<file path="src/rtl/mem_access_pkg.sv">
// Shared types and encodings for the load/store memory access unit.
// Read/write type codes match the RAM/I/O interface block.
package mem_access_pkg;

    typedef enum logic [1:0] {
        IDLE,
        ACCESS,
        RESPOND
    } state_t;

    localparam logic [2:0] RtNone      = 3'b000;
    localparam logic [2:0] RtByte      = 3'b001;
    localparam logic [2:0] RtHalf      = 3'b010;
    localparam logic [2:0] RtWord      = 3'b011;
    localparam logic [2:0] RtSignedBit = 3'b100;

    localparam logic [1:0] WtNone = 2'b00;
    localparam logic [1:0] WtByte = 2'b01;
    localparam logic [1:0] WtHalf = 2'b10;
    localparam logic [1:0] WtWord = 2'b11;

endpackage

</file>
<file path="src/rtl/mem_align_check.sv">
// Screens a load/store request for illegal type combinations
// and for half/word accesses that are not naturally aligned.
module mem_align_check
    import mem_access_pkg::*;
(
    input  logic [2:0] read_type,
    input  logic [1:0] write_type,
    input  logic [1:0] address,
    output logic       misaligned,
    output logic       illegal
);

    logic       rd_on;
    logic       wr_on;
    logic [1:0] size;

    assign rd_on = (read_type != RtNone);
    assign wr_on = (write_type != WtNone);

    // A sign bit with no size is treated as illegal too.
    assign illegal = (rd_on == wr_on)
                   || (rd_on && (read_type[1:0] == 2'b00));

    assign size = rd_on ? read_type[1:0] : write_type;

    assign misaligned = ((size == WtHalf) && address[0])
                      || ((size == WtWord) && (address != 2'b00));

endmodule

</file>
<file path="src/rtl/mem_access_unit.sv">
// One-at-a-time load/store sequencer in front of the RAM/I/O interface,
// with alignment screening and a watchdog on hung accesses.
module mem_access_unit
    import mem_access_pkg::*;
#(
    parameter int AddressBitWidth = 32,
    parameter int DataBitWidth    = 32,
    parameter int TimeoutCycles   = 1_000_000
) (
    input  logic                       clk,
    input  logic                       rst_n,
    input  logic                       req_valid,
    output logic                       req_ready,
    input  logic [2:0]                 req_read_type,
    input  logic [1:0]                 req_write_type,
    input  logic [AddressBitWidth-1:0] req_address,
    input  logic [DataBitWidth-1:0]    req_data,
    output logic                       resp_valid,
    output logic [DataBitWidth-1:0]    resp_data,
    output logic                       resp_misaligned,
    output logic                       resp_timeout,
    output logic                       mem_enable,
    output logic [2:0]                 mem_read_type,
    output logic [1:0]                 mem_write_type,
    output logic [AddressBitWidth-1:0] mem_address,
    output logic [DataBitWidth-1:0]    mem_data_in,
    input  logic [DataBitWidth-1:0]    mem_data_out,
    input  logic                       mem_data_out_ready,
    input  logic                       mem_busy
);

    localparam int CntW = (TimeoutCycles > 2) ? $clog2(TimeoutCycles) : 1;
    localparam int LastInt = (TimeoutCycles > 0) ? TimeoutCycles - 1 : 0;
    localparam logic [CntW-1:0] CntLast = CntW'(LastInt);

    state_t                     state, state_n;
    logic [CntW-1:0]            cnt, cnt_n;
    logic                       en_n;
    logic [2:0]                 rt_n;
    logic [1:0]                 wt_n;
    logic [AddressBitWidth-1:0] addr_n;
    logic [DataBitWidth-1:0]    din_n;
    logic                       rv_n, mis_n, to_n;
    logic [DataBitWidth-1:0]    rd_n;
    logic                       bad_align, bad_type;
    logic                       write_only, done, wd_hit;

    mem_align_check u_align (
        .read_type  (req_read_type),
        .write_type (req_write_type),
        .address    (req_address[1:0]),
        .misaligned (bad_align),
        .illegal    (bad_type)
    );

    assign req_ready  = (state == IDLE);
    assign write_only = (mem_read_type == RtNone);
    assign done       = !mem_busy && (write_only || mem_data_out_ready);
    assign wd_hit     = (TimeoutCycles != 0) && (cnt == CntLast);

    // Next-state and next-output logic; mem_* hold unless changed below.
    always_comb begin
        state_n = state;
        cnt_n   = '0;
        en_n    = mem_enable;
        rt_n    = mem_read_type;
        wt_n    = mem_write_type;
        addr_n  = mem_address;
        din_n   = mem_data_in;
        rv_n    = 1'b0;
        mis_n   = 1'b0;
        to_n    = 1'b0;
        rd_n    = '0;
        unique case (state)
            IDLE: begin
                if (req_valid) begin
                    if (bad_align || bad_type) begin
                        state_n = RESPOND;
                        rv_n    = 1'b1;
                        mis_n   = 1'b1;
                    end else begin
                        state_n = ACCESS;
                        en_n    = 1'b1;
                        rt_n    = req_read_type;
                        wt_n    = req_write_type;
                        addr_n  = req_address;
                        din_n   = req_data;
                    end
                end
            end
            ACCESS: begin
                if (done || wd_hit) begin
                    state_n = RESPOND;
                    rv_n    = 1'b1;
                    to_n    = !done;
                    rd_n    = (done && !write_only) ? mem_data_out : '0;
                    en_n    = 1'b0;
                    rt_n    = RtNone;
                    wt_n    = WtNone;
                    addr_n  = '0;
                    din_n   = '0;
                end else begin
                    cnt_n = cnt + 1'b1;
                end
            end
            RESPOND: begin
                state_n = IDLE;
            end
            default: begin
                state_n = IDLE;
            end
        endcase
    end

    // State, watchdog and all registered outputs.
    always_ff @(posedge clk or negedge rst_n) begin
        if (!rst_n) begin
            state           <= IDLE;
            cnt             <= '0;
            mem_enable      <= 1'b0;
            mem_read_type   <= RtNone;
            mem_write_type  <= WtNone;
            mem_address     <= '0;
            mem_data_in     <= '0;
            resp_valid      <= 1'b0;
            resp_misaligned <= 1'b0;
            resp_timeout    <= 1'b0;
            resp_data       <= '0;
        end else begin
            state           <= state_n;
            cnt             <= cnt_n;
            mem_enable      <= en_n;
            mem_read_type   <= rt_n;
            mem_write_type  <= wt_n;
            mem_address     <= addr_n;
            mem_data_in     <= din_n;
            resp_valid      <= rv_n;
            resp_misaligned <= mis_n;
            resp_timeout    <= to_n;
            resp_data       <= rd_n;
        end
    end

endmodule
</file>
<file path="config.mk">
export PLATFORM = sky130hd
export DESIGN_NAME = mem_access_unit
export DESIGN_NICKNAME = d
export VERILOG_FILES = /design/src/rtl/mem_access_pkg.sv /design/src/rtl/mem_align_check.sv /design/src/rtl/mem_access_unit.sv
export SDC_FILE = /design/constraint.sdc
export NUM_CORES = 1
export LEC_CHECK = 0
export BUFFER_PORTS_ARGS = -buffer_cell sky130_fd_sc_hd__buf_4
export CORE_MARGIN = 2
export CORE_UTILIZATION = 50
export CTS_CLUSTER_DIAMETER = 150
export DETAILED_ROUTE_END_ITERATION = 16
export GPL_TIMING_DRIVEN = 0
export PLACE_DENSITY_LB_ADDON = 0.1
export SLEW_MARGIN = 15
export SYNTH_ARGS = -nofsm -noshare
export SYNTH_HDL_FRONTEND = slang
export SYNTH_HIERARCHICAL = 1
export SYNTH_SLANG_ARGS = --single-unit
</file>
<file path="constraint.sdc">
create_clock -name clk -period 2.9 [get_ports clk]
set_input_delay 0.435 -clock clk [delete_from_list [all_inputs] [get_ports clk]]
set_output_delay 0.435 -clock clk [all_outputs]
set_load 0.01 [all_outputs]
</file>
==> results by group <==
Drt
  • WL/cell: 17.6 µm
  • Vias/cell: 5.88
  • Pre-Repair DR Iteration Count: 5
  • Routed Antenna Nets: 0
  • Number of remaining DRC errors: 0
  • Total number of vias: 5843
  • Routed WL: 17500 µm
  • DRT iter0 DRCs: 626

Clocking
  • Clock latency on the worst-skew pair: 0.42 ns
  • Clock Tree Root: clkbuf_16
  • CTS tree: yes
  • H-tree levels: 4
  • Num CTS Buffers: 17
  • Total number of clock tree sinks: 127
  • Reg clk slew, reported paths: 0.06 ns
  • CTS Buffer Depth: 2
  • Post-CTS setup buffers: 0

STA
  • Setup_tns: 0 ns
  • Rel. slew slack: 0.566
  • Final Hold Vio Count: 0
  • Fmax: 0.395 GHz
  • Worst-Margin Slew: 0.649 ns
  • Minimum clock period after layout: 2.53 ns
  • Setup violations, final: 0
  • RSZ-0062 raised after global routing: false
  • Tcrit/Tclk final: 0.873
  • Max-slew violations: 0
  • Setup ws final: 0.368 ns
  • Clock Skew: 0.00699 ns

Critical path
  • Critical path class: reg2reg
  • Worst EP required: 3.19 ns
  • Crit path max fanout: 10
  • Critical path launch point type: register
  • Crit path capture type: register
  • WP data arrival: 2.82 ns
  • R2R cell count: 7

Power
  • Combinational power share: 0.193
  • Reg power frac: 0.407
  • Leakage: 0.00398 µW
  • Psw: 1390 µW
  • Clock network fraction of total power: 0.400
  • Internal power: 3560 µW
  • Worst vdd ir: 0.444 mV
  • Switching Share: 0.280
  • Power per Cell Area: 600 nW/µm²

Synth
  • Unique cell type count in the Yosys netlist: 43
  • Synth Instances: 606
  • Yosys warns: 6
  • Post-synth EDFFs: 0
  • Synthesized flop and latch total: 127
  • Top FF cell, synth: dfrtp_1
  • Post-synth top area cell: dfrtp_1
  • Post-synth ARST share: 1.00
  • Synth top area share: 0.541
  • Post-synthesis sequential area ratio: 0.541
  • Mapped Area: 5880 µm²
  • Syn_nets: 713
  • Syn avg cell area: 9.70 µm²
  • Top cells by area, synth: dfrtp_1 54%, and3_1 7.3%, a31oi_1 7.1%

Global route
  • M2 GR Usage: 0.449
  • Total GRT Usage: 0.279
  • Met3 Use GR: 0.0761
  • Largest net degree at the start of global routing: 86
  • Global-route wire length before repair: 28300 µm
  • M1 GR Usage: 0.361
  • Busiest grt layer: met2
  • Vias in the first global route: 5693
  • Initial antenna violation count: 0
  • Global route overflow: 0

Finish
  • Sequential cell area: 3180 µm²
  • Share of post-route cells with drive strength above 1: 0.307
  • Fin nets: 945
  • # diodes: 0
  • # fillers: 875
  • Multi-input gate area: 2460 µm²
  • Area grow syn2layout: 40.2%

Placed design
  • Detailed placement HPWL: 12400 µm
  • Routability cong.: 0.853
  • PortBufs: 211
  • Dpl ws: 0.252 ns

Die
  • Die Wd: 112 µm
  • Die height: 112 µm
  • Core footprint: 11500 µm²
  • Die area: 12600 µm²
  • Starting density of the core: 0.513
  • I/O Pins: 212
  • FP Rows: 39

Job
  • Max-Cap Viols: 0

Hold path
  • Depth of the worst hold-timing path: 2
  • Hold WC Path Type: in2reg

Run status
  • Status: completed
layout make-up:
| cell class | instances | area share |
|---|---|---|
| Tap cell | 143 | 0.0217 |
| Clock buffer | 19 | 0.0537 |
| Buffer | 58 | 0.0282 |
| Multi-Input combinational cell | 418 | 0.298 |
| Inverter | 3 | 0.00137 |
| Timing Repair Buffer | 213 | 0.197 |
| Clock inverter | 13 | 0.0141 |
| Sequential cell | 127 | 0.386 |
sequential cells by signal, summed over array words and instances, names as in the netlist:
name	cells
resp_data	32
mem_address	32
mem_read_type	3
resp_timeout	1
resp_valid	1
state	2
cnt	20
mem_write_type	2
mem_enable	1
resp_misaligned	1
mem_data_in	32
through the flow:
step | cells | instance area (µm²) | utilization | hold slack [ns] | total power (µW)
floorplan | 606 | 5880 | - | 0.139 | 2490
global placement | 960 | 7640 | 0.666 | 0.515 | 2940
detailed placement | 961 | 7670 | 0.669 | 0.376 | 2980
CTS | 994 | 8240 | 0.719 | 0.209 | 4960
global route | 994 | 8240 | 0.719 | 0.211 | 5160
finish | 994 | 8240 | 0.719 | 0.220 | 4940
synth_stat cells, drive strengths merged (2+ instances only):
cell,number
and3,69
buf,9
or3,3
o31ai,3
o21bai,3
o21ai,70
a21oi,8
inv,3
xnor2,7
dfrtp,127
a31oi,67
nor3b,2
nor4,7
and2,33
o21ba,2
or4,5
o2111ai,2
xor2,5
nand3,85
nor2,19
nor3,3
nand2,12
clkbuf,49
worst paths after layout:
kind                                        startpoint                          end  slack [ns]
max                                   cnt[0]$_DFF_PN0_  mem_address[28]$_DFFE_PN0P_        0.37
min                                   mem_data_out[19]      resp_data[19]$_DFF_PN0_        0.22
max reg2reg                           cnt[0]$_DFF_PN0_  mem_address[28]$_DFFE_PN0P_        0.37
min reg2reg                mem_data_in[29]$_DFFE_PN0P_  mem_data_in[29]$_DFFE_PN0P_        0.54
max in group asynchronous                        rst_n   mem_address[3]$_DFFE_PN0P_        1.65
min in group asynchronous                        rst_n  mem_data_in[21]$_DFFE_PN0P_        0.50
per-layer routing:
layer  vias up  routed length, µm
li1       2692                  -
met1      2818               7080
met5         -                  0
met3        46               1430
met2       287               8410
met4         0                563
power by group through the flow:
stage               clock [µW]  sequential, µW  combinational (µW)
finish                    1980            2010                 953
global route              2090            2020                1040
CTS                       2000            2010                 952
detailed placement           0            2040                 944
global placement             0            2030                 911
floorplan                    0            2070                 417
layout by cell type (no fill, tap or decap), types with 5 or more instances in the layout:
cell type	n
nand3_1	83
and3_1	69
clkbuf_16	17
buf_2	6
clkbuf_1	50
xor2_1	5
buf_4	212
dfrtp_1	127
nor4_1	7
a21oi_1	7
and2_1	33
nand2_1	12
or4_1	5
a31oi_1	67
xnor2_1	7
nor2_1	18
o21ai_1	68
clkinvlp_4	6
critical path: stages (launching register included):
cell     delay, ns
dfrtp_1       0.43
ha_1          0.27
nand2_1       0.18
or4_1         0.63
nor2_2        0.27
buf_2         0.29
buf_4         0.23
o21ai_1       0.10
cell families after synthesis:
family / count (synthesis) / share of synthesized area
simple gates: 246 / 0.239
compound gates: 158 / 0.158
flops: 127 / 0.541
buf+inv: 61 / 0.0415
xor+xnor: 12 / 0.0179
mux: 1 / 0.00170
fa+ha+maj: 1 / 0.00213
timing repair:
| action | 4_1_cts | 5_1_grt |
|---|---|---|
| hold buffers | 1 | 0 |
| gates resized for setup | 0 | 0 |
| hold endpoints to repair | 42 | 0 |
No activity file was read; power rests on OpenSTA's default activity.
